**config.mk**
```make
export PLATFORM = sky130hd
export DESIGN_NAME = spi_oversampled_mem_interface
export DESIGN_NICKNAME = d
export VERILOG_FILES = /design/src/rtl/spi_oversampled_mem_interface.sv
export SDC_FILE = /design/constraint.sdc
export NUM_CORES = 1
export LEC_CHECK = 0
export ABC_CLOCK_PERIOD_IN_PS = 2400
export CORE_MARGIN = 4
export CORE_UTILIZATION = 45
export CTS_CLUSTER_SIZE = 25
export DETAILED_ROUTE_END_ITERATION = 8
export GPL_TIMING_DRIVEN = 0
export PLACE_DENSITY = 0.79
export SYNTH_ARGS = -nofsm -noshare
export SYNTH_HDL_FRONTEND = slang
export SYNTH_SLANG_ARGS = --single-unit
```
**constraint.sdc**
```tcl
create_clock -name clk_i -period 2.4 [get_ports clk_i]
set_input_delay 0.72 -clock clk_i [delete_from_list [all_inputs] [get_ports clk_i]]
set_output_delay 0.72 -clock clk_i [all_outputs]
set_load 0.01 [all_outputs]
```
**src/rtl/spi_oversampled_mem_interface.sv**
```systemverilog
// rtl/spi_oversampled_mem_interface.sv - oversampled SPI slave driving register-map strobes
//
// Purpose:
//   SPI mode-0 slave, MSB first, built entirely in the clk_i domain. sck/sdi/cs_n
//   are synchronized and edge-detected, and a frame of
//   {INST_WIDTH instruction, ADDR_WIDTH address, DATA_WIDTH data} is decoded into
//   one-cycle write/read strobes for a register map.
//   Requires f(clk_i) >= 8 x f(sck).
//
// Optional feature macro: SPI_BURST_EN
//   Defined   : data bytes keep streaming after the first one, addr_o auto-increments.
//   Undefined : single-byte frames; extra sck edges are ignored until cs_n rises.
//
// Ports:
//   clk_i, rst_i   system clock, synchronous active-high reset
//   sck_i, sdi_i   asynchronous SPI clock and data in
//   cs_ni          asynchronous chip select, active low
//   sdo_o          SPI data out (MSB of tx shift register)
//   sdo_oe_o       high while a read data phase is active
//   addr_o         register address
//   write_data_o   register write data
//   write_en_o     one-cycle write strobe
//   read_data_i    register read data, valid the cycle after read_en_o
//   read_en_o      one-cycle read strobe
//   abort_o        one-cycle pulse when cs_n rises mid-frame
module spi_oversampled_mem_interface #(
   parameter int INST_WIDTH  = 1,
   parameter int ADDR_WIDTH  = 7,
   parameter int DATA_WIDTH  = 8,
   parameter int SYNC_STAGES = 2
) (
   input  logic                  clk_i,
   input  logic                  rst_i,
   input  logic                  sck_i,
   input  logic                  sdi_i,
   input  logic                  cs_ni,
   output logic                  sdo_o,
   output logic                  sdo_oe_o,
   output logic [ADDR_WIDTH-1:0] addr_o,
   output logic [DATA_WIDTH-1:0] write_data_o,
   output logic                  write_en_o,
   input  logic [DATA_WIDTH-1:0] read_data_i,
   output logic                  read_en_o,
   output logic                  abort_o
);

   localparam int SH_W  = (ADDR_WIDTH > DATA_WIDTH) ? ADDR_WIDTH : DATA_WIDTH;
   localparam int MAXW  = (SH_W > INST_WIDTH) ? SH_W : INST_WIDTH;
   localparam int CNT_W = $clog2(MAXW) + 1;

   localparam logic [CNT_W-1:0] INST_LAST = CNT_W'(INST_WIDTH - 1);
   localparam logic [CNT_W-1:0] ADDR_LAST = CNT_W'(ADDR_WIDTH - 1);
   localparam logic [CNT_W-1:0] DATA_LAST = CNT_W'(DATA_WIDTH - 1);

   typedef enum logic [2:0] {IDLE, INST, ADDR, RD_FETCH, DATA, WAIT_CS} state_t;

   state_t                  state_q, state_d;
   logic [SYNC_STAGES-1:0]  sck_sync_q, sdi_sync_q, cs_sync_q;
   logic                    sck_dly_q;
   logic [CNT_W-1:0]        cnt_q, cnt_d;
   logic [SH_W-1:0]         rx_q, rx_d;
   logic [DATA_WIDTH-1:0]   tx_q, tx_d;
   logic [ADDR_WIDTH-1:0]   addr_q, addr_d;
   logic [DATA_WIDTH-1:0]   wdata_q, wdata_d;
   logic                    is_read_q, is_read_d;
   logic                    oe_q, oe_d;
   logic                    we_q, we_d;
   logic                    re_q, re_d;
   logic                    abort_q, abort_d;
   logic                    frame_bit_q, frame_bit_d;  // a bit of an unfinished field was received
   logic                    data_rise_q, data_rise_d;  // a data-phase rise happened in this byte
   logic                    fetch_q;                   // read_data_i is valid this cycle

   logic            sck_s, sdi_s, cs_s;
   logic            rise, fall;
   logic [SH_W-1:0] rx_next;

   assign sck_s   = sck_sync_q[SYNC_STAGES-1];
   assign sdi_s   = sdi_sync_q[SYNC_STAGES-1];
   assign cs_s    = cs_sync_q[SYNC_STAGES-1];
   assign rise    = sck_s & ~sck_dly_q;
   assign fall    = ~sck_s & sck_dly_q;
   assign rx_next = {rx_q[SH_W-2:0], sdi_s};

   assign sdo_o        = tx_q[DATA_WIDTH-1];
   assign sdo_oe_o     = oe_q;
   assign addr_o       = addr_q;
   assign write_data_o = wdata_q;
   assign write_en_o   = we_q;
   assign read_en_o    = re_q;
   assign abort_o      = abort_q;

   always_ff @(posedge clk_i) begin
      if (rst_i) begin
         state_q <= IDLE;
      end else begin
         state_q <= state_d;
      end
   end

   always_comb begin
      state_d     = state_q;
      cnt_d       = cnt_q;
      rx_d        = rx_q;
      tx_d        = tx_q;
      addr_d      = addr_q;
      wdata_d     = wdata_q;
      is_read_d   = is_read_q;
      oe_d        = oe_q;
      frame_bit_d = frame_bit_q;
      data_rise_d = data_rise_q;
      we_d        = 1'b0;
      re_d        = 1'b0;
      abort_d     = 1'b0;

      if (cs_s) begin
         // cs_n high wins over any sck activity in the same cycle
         state_d     = IDLE;
         cnt_d       = '0;
         rx_d        = '0;
         tx_d        = '0;
         oe_d        = 1'b0;
         frame_bit_d = 1'b0;
         data_rise_d = 1'b0;
         if (frame_bit_q && (state_q == INST || state_q == ADDR ||
                             state_q == RD_FETCH || state_q == DATA)) begin
            abort_d = 1'b1;
         end
      end else begin
         case (state_q)
            IDLE: begin
               state_d     = INST;
               cnt_d       = '0;
               frame_bit_d = 1'b0;
               data_rise_d = 1'b0;
            end
            INST: begin
               if (rise) begin
                  frame_bit_d = 1'b1;
                  is_read_d   = sdi_s;  // last instruction bit is the field LSB
                  if (cnt_q == INST_LAST) begin
                     cnt_d   = '0;
                     state_d = ADDR;
                  end else begin
                     cnt_d = cnt_q + CNT_W'(1);
                  end
               end
            end
            ADDR: begin
               if (rise) begin
                  rx_d = rx_next;
                  if (cnt_q == ADDR_LAST) begin
                     cnt_d  = '0;
                     addr_d = rx_next[ADDR_WIDTH-1:0];
                     if (is_read_q) begin
                        re_d    = 1'b1;
                        state_d = RD_FETCH;
                     end else begin
                        state_d = DATA;
                     end
                  end else begin
                     cnt_d = cnt_q + CNT_W'(1);
                  end
               end
            end
            RD_FETCH: begin
               // first cycle here is the read_en_o cycle; data arrives one later
               if (fetch_q) begin
                  tx_d    = read_data_i;
                  oe_d    = 1'b1;
                  state_d = DATA;
               end
            end
            DATA: begin
               if (is_read_q && fetch_q) begin
                  tx_d = read_data_i;  // burst prefetch reload
               end
               if (rise) begin
                  frame_bit_d = 1'b1;
                  if (is_read_q) begin
                     data_rise_d = 1'b1;
                  end else begin
                     rx_d = rx_next;
                  end
                  if (cnt_q == DATA_LAST) begin
                     cnt_d = '0;
                     if (!is_read_q) begin
                        wdata_d = rx_next[DATA_WIDTH-1:0];
                        we_d    = 1'b1;
                     end
`ifdef SPI_BURST_EN
                     frame_bit_d = 1'b0;
                     data_rise_d = 1'b0;
                     if (is_read_q) begin
                        addr_d = addr_q + ADDR_WIDTH'(1);
                        re_d   = 1'b1;
                     end
`else
                     state_d = WAIT_CS;
`endif
                  end else begin
                     cnt_d = cnt_q + CNT_W'(1);
                  end
               end else if (fall && is_read_q && data_rise_q) begin
                  tx_d = {tx_q[DATA_WIDTH-2:0], 1'b0};
               end
            end
            WAIT_CS: begin
               state_d = WAIT_CS;
            end
            default: begin
               state_d = IDLE;
            end
         endcase
      end

`ifdef SPI_BURST_EN
      // write burst advances the address the cycle after the strobe
      if (we_q) begin
         addr_d = addr_q + ADDR_WIDTH'(1);
      end
`endif
   end

   always_ff @(posedge clk_i) begin
      if (rst_i) begin
         sck_sync_q  <= '0;
         sdi_sync_q  <= '0;
         cs_sync_q   <= '1;
         sck_dly_q   <= 1'b0;
         cnt_q       <= '0;
         rx_q        <= '0;
         tx_q        <= '0;
         addr_q      <= '0;
         wdata_q     <= '0;
         is_read_q   <= 1'b0;
         oe_q        <= 1'b0;
         we_q        <= 1'b0;
         re_q        <= 1'b0;
         abort_q     <= 1'b0;
         frame_bit_q <= 1'b0;
         data_rise_q <= 1'b0;
         fetch_q     <= 1'b0;
      end else begin
         sck_sync_q  <= {sck_sync_q[SYNC_STAGES-2:0], sck_i};
         sdi_sync_q  <= {sdi_sync_q[SYNC_STAGES-2:0], sdi_i};
         cs_sync_q   <= {cs_sync_q[SYNC_STAGES-2:0], cs_ni};
         sck_dly_q   <= sck_s;
         cnt_q       <= cnt_d;
         rx_q        <= rx_d;
         tx_q        <= tx_d;
         addr_q      <= addr_d;
         wdata_q     <= wdata_d;
         is_read_q   <= is_read_d;
         oe_q        <= oe_d;
         we_q        <= we_d;
         re_q        <= re_d;
         abort_q     <= abort_d;
         frame_bit_q <= frame_bit_d;
         data_rise_q <= data_rise_d;
         fetch_q     <= re_q;
      end
   end

endmodule
```
==> results of run 1 <==
==> path summary, 6_finish.rpt <==
kind                                         to  slack (ns)    startpoint  cells past startpoint
worst max-delay path            write_data_o[3]        0.27    state_q[0]                      5
worst min-delay path               cs_sync_q[1]        0.42  cs_sync_q[0]                      1
worst max register to register  write_data_o[3]        0.27    state_q[0]                      5
worst min register to register     cs_sync_q[1]        0.42  cs_sync_q[0]                      1
==> power groups by stage <==
| stage | combinational (mW) | clock [mW] | sequential [mW] |
|---|---|---|---|
| floorplan | 0.0317 | 0 | 0.890 |
| global placement | 0.0591 | 0 | 0.891 |
| detailed placement | 0.0605 | 0 | 0.891 |
| CTS | 0.0610 | 0.729 | 0.871 |
| global route | 0.0659 | 0.769 | 0.872 |
| finish | 0.0608 | 0.715 | 0.871 |
==> Yosys cell counts, types with 2 or more instances <==
cell type	count
nor2b_1	10
o22a_1	6
nand3_1	9
or3_1	2
inv_1	6
and2_1	2
nor3b_1	6
nor3_1	5
o221a_1	7
buf_1	2
nor2_1	30
mux2i_1	23
a211o_1	2
a2111o_1	2
nand4_1	2
clkbuf_1	10
nand2_1	4
o21ai_1	2
dfxtp_1	52
or3b_1	2
nand3b_1	5
a21oi_1	5
a31oi_1	7
buf_2	2
o21a_1	2
or2_2	3
ha_1	3
==> registers in the layout, indices dropped and copies added, names as in the netlist <==
| name | cells |
|---|---|
| abort_o | 1 |
| sck_dly_q | 1 |
| sdi_sync_q | 2 |
| addr_o | 7 |
| tx_q | 8 |
| write_data_o | 8 |
| cs_sync_q | 2 |
| frame_bit_q | 1 |
| sdo_oe_o | 1 |
| write_en_o | 1 |
| data_rise_q | 1 |
| is_read_q | 1 |
| read_en_o | 1 |
| sck_sync_q | 2 |
| fetch_q | 1 |
| rx_q | 7 |
| cnt_q | 4 |
| state_q | 3 |
==> area by class of cell <==
type / instances / area, sq um / share of cell area (%)
buffer: 15 / 66.3 / 2.38
sequential: 52 / 1040 / 37.4
clock inverter: 3 / 68.8 / 2.47
tap: 67 / 83.8 / 3.01
multi-input combinational: 157 / 1110 / 39.7
timing repair buffer: 33 / 328 / 11.8
inverter: 6 / 22.5 / 0.809
clock buffer: 5 / 68.8 / 2.47
==> metrics by stage <==
step	worst slack, ns	hold slack (ns)	total power [mW]	area [sq um]
2_1_floorplan	0.434	0.389	0.922	2240
6_report	0.272	0.422	1.65	2790
3_3_place_gp	0.0564	0.392	0.950	2640
3_5_place_dp	0.0379	0.404	0.952	2640
5_1_grt	0.0817	0.437	1.71	2790
4_1_cts	0.0613	0.426	1.66	2780
==> timing repair <==
action                     in CTS  in global routing
setup endpoints to repair       0                  2
hold buffers                    0                  0
buffers inserted                0                  1
==> metal layers <==
layer	vias to the layer above	global-route usage (%)	routed length, um
met4	0	4.72	55
met3	8	4.13	333
li1	917	-	-
met5	-	0	0
met2	55	27.2	2240
met1	857	20.4	2190
==> logic make-up after synthesis <==
kind of cell | Yosys count
flops | 52
fa+ha+maj | 3
compound gates | 42
buf+inv | 21
simple gates | 88
mux | 23
xor+xnor | 1
==> critical path: stages (launching register included) <==
cell and delay (ns):
dfxtp_1 0.31, buf_2 0.17, nor3b_2 0.46, nand4_1 0.66, mux2i_1 0.35, nor2_1 0.06
==> flow_metrics.py, run 1 <==
metrics = {
    "run": {
        "drv_cap": 0,
    },
    "yosys": {
        "syn_inst": 230,
        "synth.avg_cell_area_sq_um": 9.72,
        "dominantRegCellSynth": "dfxtp_1",
        "synthAdderAreaFrac_pct": 1.68,
        "synth_edf_count": 0,
        "ys_top_cells_by_area": "dfxtp_1 (47%), mux2i_1 (10%), nor2_1 (5.0%), o221a_1 (3.5%), nor2b_1 (2.8%)",
        "synth_top_area_cell": "dfxtp_1",
        "ys_ff_latch": 52,
        "yosysWarnings": 0,
        "ys_types": 46,
        "synth_compound_area_share_pct": 15.6,
        "yosysSeqAreaShare_pct": 46.6,
        "synth_top_family_by_area": "simple AND/OR/NAND/NOR gates",
        "synth_xor_area_share_pct": 0.392,
        "async_flop_share_pct": 0,
        "synth.area.mux_share_pct": 10.3,
        "syn_nets": 246,
        "syn_area_sq_mm": 0.00224,
        "yosys.area_share.simple_pct": 21.5,
        "synth_top_area_share_pct": 46.6,
    },
    "timing": {
        "skew_ns": 0.00483,
        "hold_viol": 0,
        "fin_setup_tns_ns": 0,
        "fmax_ghz": 0.470,
        "drv_slew": 0,
        "timing.final.crit_period_ns": 2.13,
        "setup_violations": 0,
        "rsz0062_at_grt": "no",
        "worst_pin_slew_ns": 0.722,
        "slew_headroom_pct": 51.7,
        "period_share_pct": 88.7,
    },
    "clock_tree": {
        "cts_buffers": 5,
        "cts.path.max_buffers": 2,
        "cts_root_buffer": "clkbuf_8",
        "tritoncts": "done",
        "cts_resized": 0,
        "clk_pin_slew_worst_paths_ns": 0.10,
        "clock_sinks": 52,
        "clk_latency_ns": 0.31,
        "cts_max_level": 2,
    },
    "cells_and_area": {
        "final_core_util_pct": 58.6,
        "layout_common_cells": "dfxtp_1 (52), clkdlybuf4s50_1 (32), nor2_1 (30)",
        "nFillCells": 428,
        "nets": 286,
        "fin_cells": 338,
        "final_common_cell": "dfxtp_1",
        "layout-drive-gt1-share_pct": 6.27,
        "antennaDiodeCount": 0,
        "area_growth_pct": 24.6,
    },
    "routing": {
        "wl_per_cell_um": 14.2,
        "drtAntennaViolNets": 0,
        "vias": 1837,
        "first_iter_violations": 152,
        "drt-vias-per-instance": 5.43,
        "drc_errors": 0,
        "first_pass_iters": 4,
        "drt_wl_total_mm": 4.81,
    },
    "floorplanning": {
        "rows": 25,
        "start_util_pct": 47.0,
        "die_h_um": 78.5,
        "io_pins": 33,
        "core_area_sq_mm": 0.00475,
        "die_x_um": 78.5,
        "die-area_sq_mm": 0.00616,
    },
    "placement": {
        "gp_congestion": 0.839,
        "numPortBuffers": 32,
        "placedCellCount": 329,
        "dp_hpwl_mm": 3.34,
    },
    "global_routing": {
        "grt_overflow_total": 0,
        "grt_pass1_vias": 1799,
        "grtUsageTotal_pct": 16.2,
        "antenna_found_initial": 0,
        "grt_max_degree": 18,
        "grt_pass1_wl_mm": 8.05,
    },
    "power_and_ir_drop": {
        "switching_power_mw": 0.328,
        "p_per_area_mw_per_mm2": 591,
        "switching_share_pct": 19.9,
        "seqPwrFrac_pct": 52.9,
        "clockPowerShare_pct": 43.4,
        "power.internal_mw": 1.32,
        "p_comb_share_pct": 3.7,
        "p_leak_nw": 1.11,
        "peakVddDrop_v": 0.000490,
    },
    "hold_path": {
        "hp-class": "flip-flop to flip-flop",
    },
    "worst_setup_path": {
        "worstPathRequired_ns": 2.59,
        "start_kind": "flip-flop",
        "worst-setup-path-type": "flip-flop to flip-flop",
        "critPathMaxFanout": 9,
        "endpoint_kind": "flip-flop",
        "cp.arrival_ns": 2.32,
    },
    "outcome": {
        "status": "finished clean",
    },
}
(Power assumes the default switching activity.)
==> run 2: changes to the inputs <==
--- a/config.mk
+++ b/config.mk
@@ -15,3 +15,4 @@
 export SYNTH_ARGS = -nofsm -noshare
 export SYNTH_HDL_FRONTEND = slang
 export SYNTH_SLANG_ARGS = --single-unit
+export TNS_END_PERCENT = 20
==> results of run 2 <==
The final DEF is identical to that of run 1; final timing and power are the same.
==> run 3: changes to the inputs <==
--- a/config.mk
+++ b/config.mk
@@ -6,6 +6,7 @@
 export NUM_CORES = 1
 export LEC_CHECK = 0
 export ABC_CLOCK_PERIOD_IN_PS = 2400
+export CAP_MARGIN = 20
 export CORE_MARGIN = 4
 export CORE_UTILIZATION = 45
 export CTS_CLUSTER_SIZE = 25
==> results of run 3 <==
The final DEF is identical to that of run 1; final timing and power are the same.
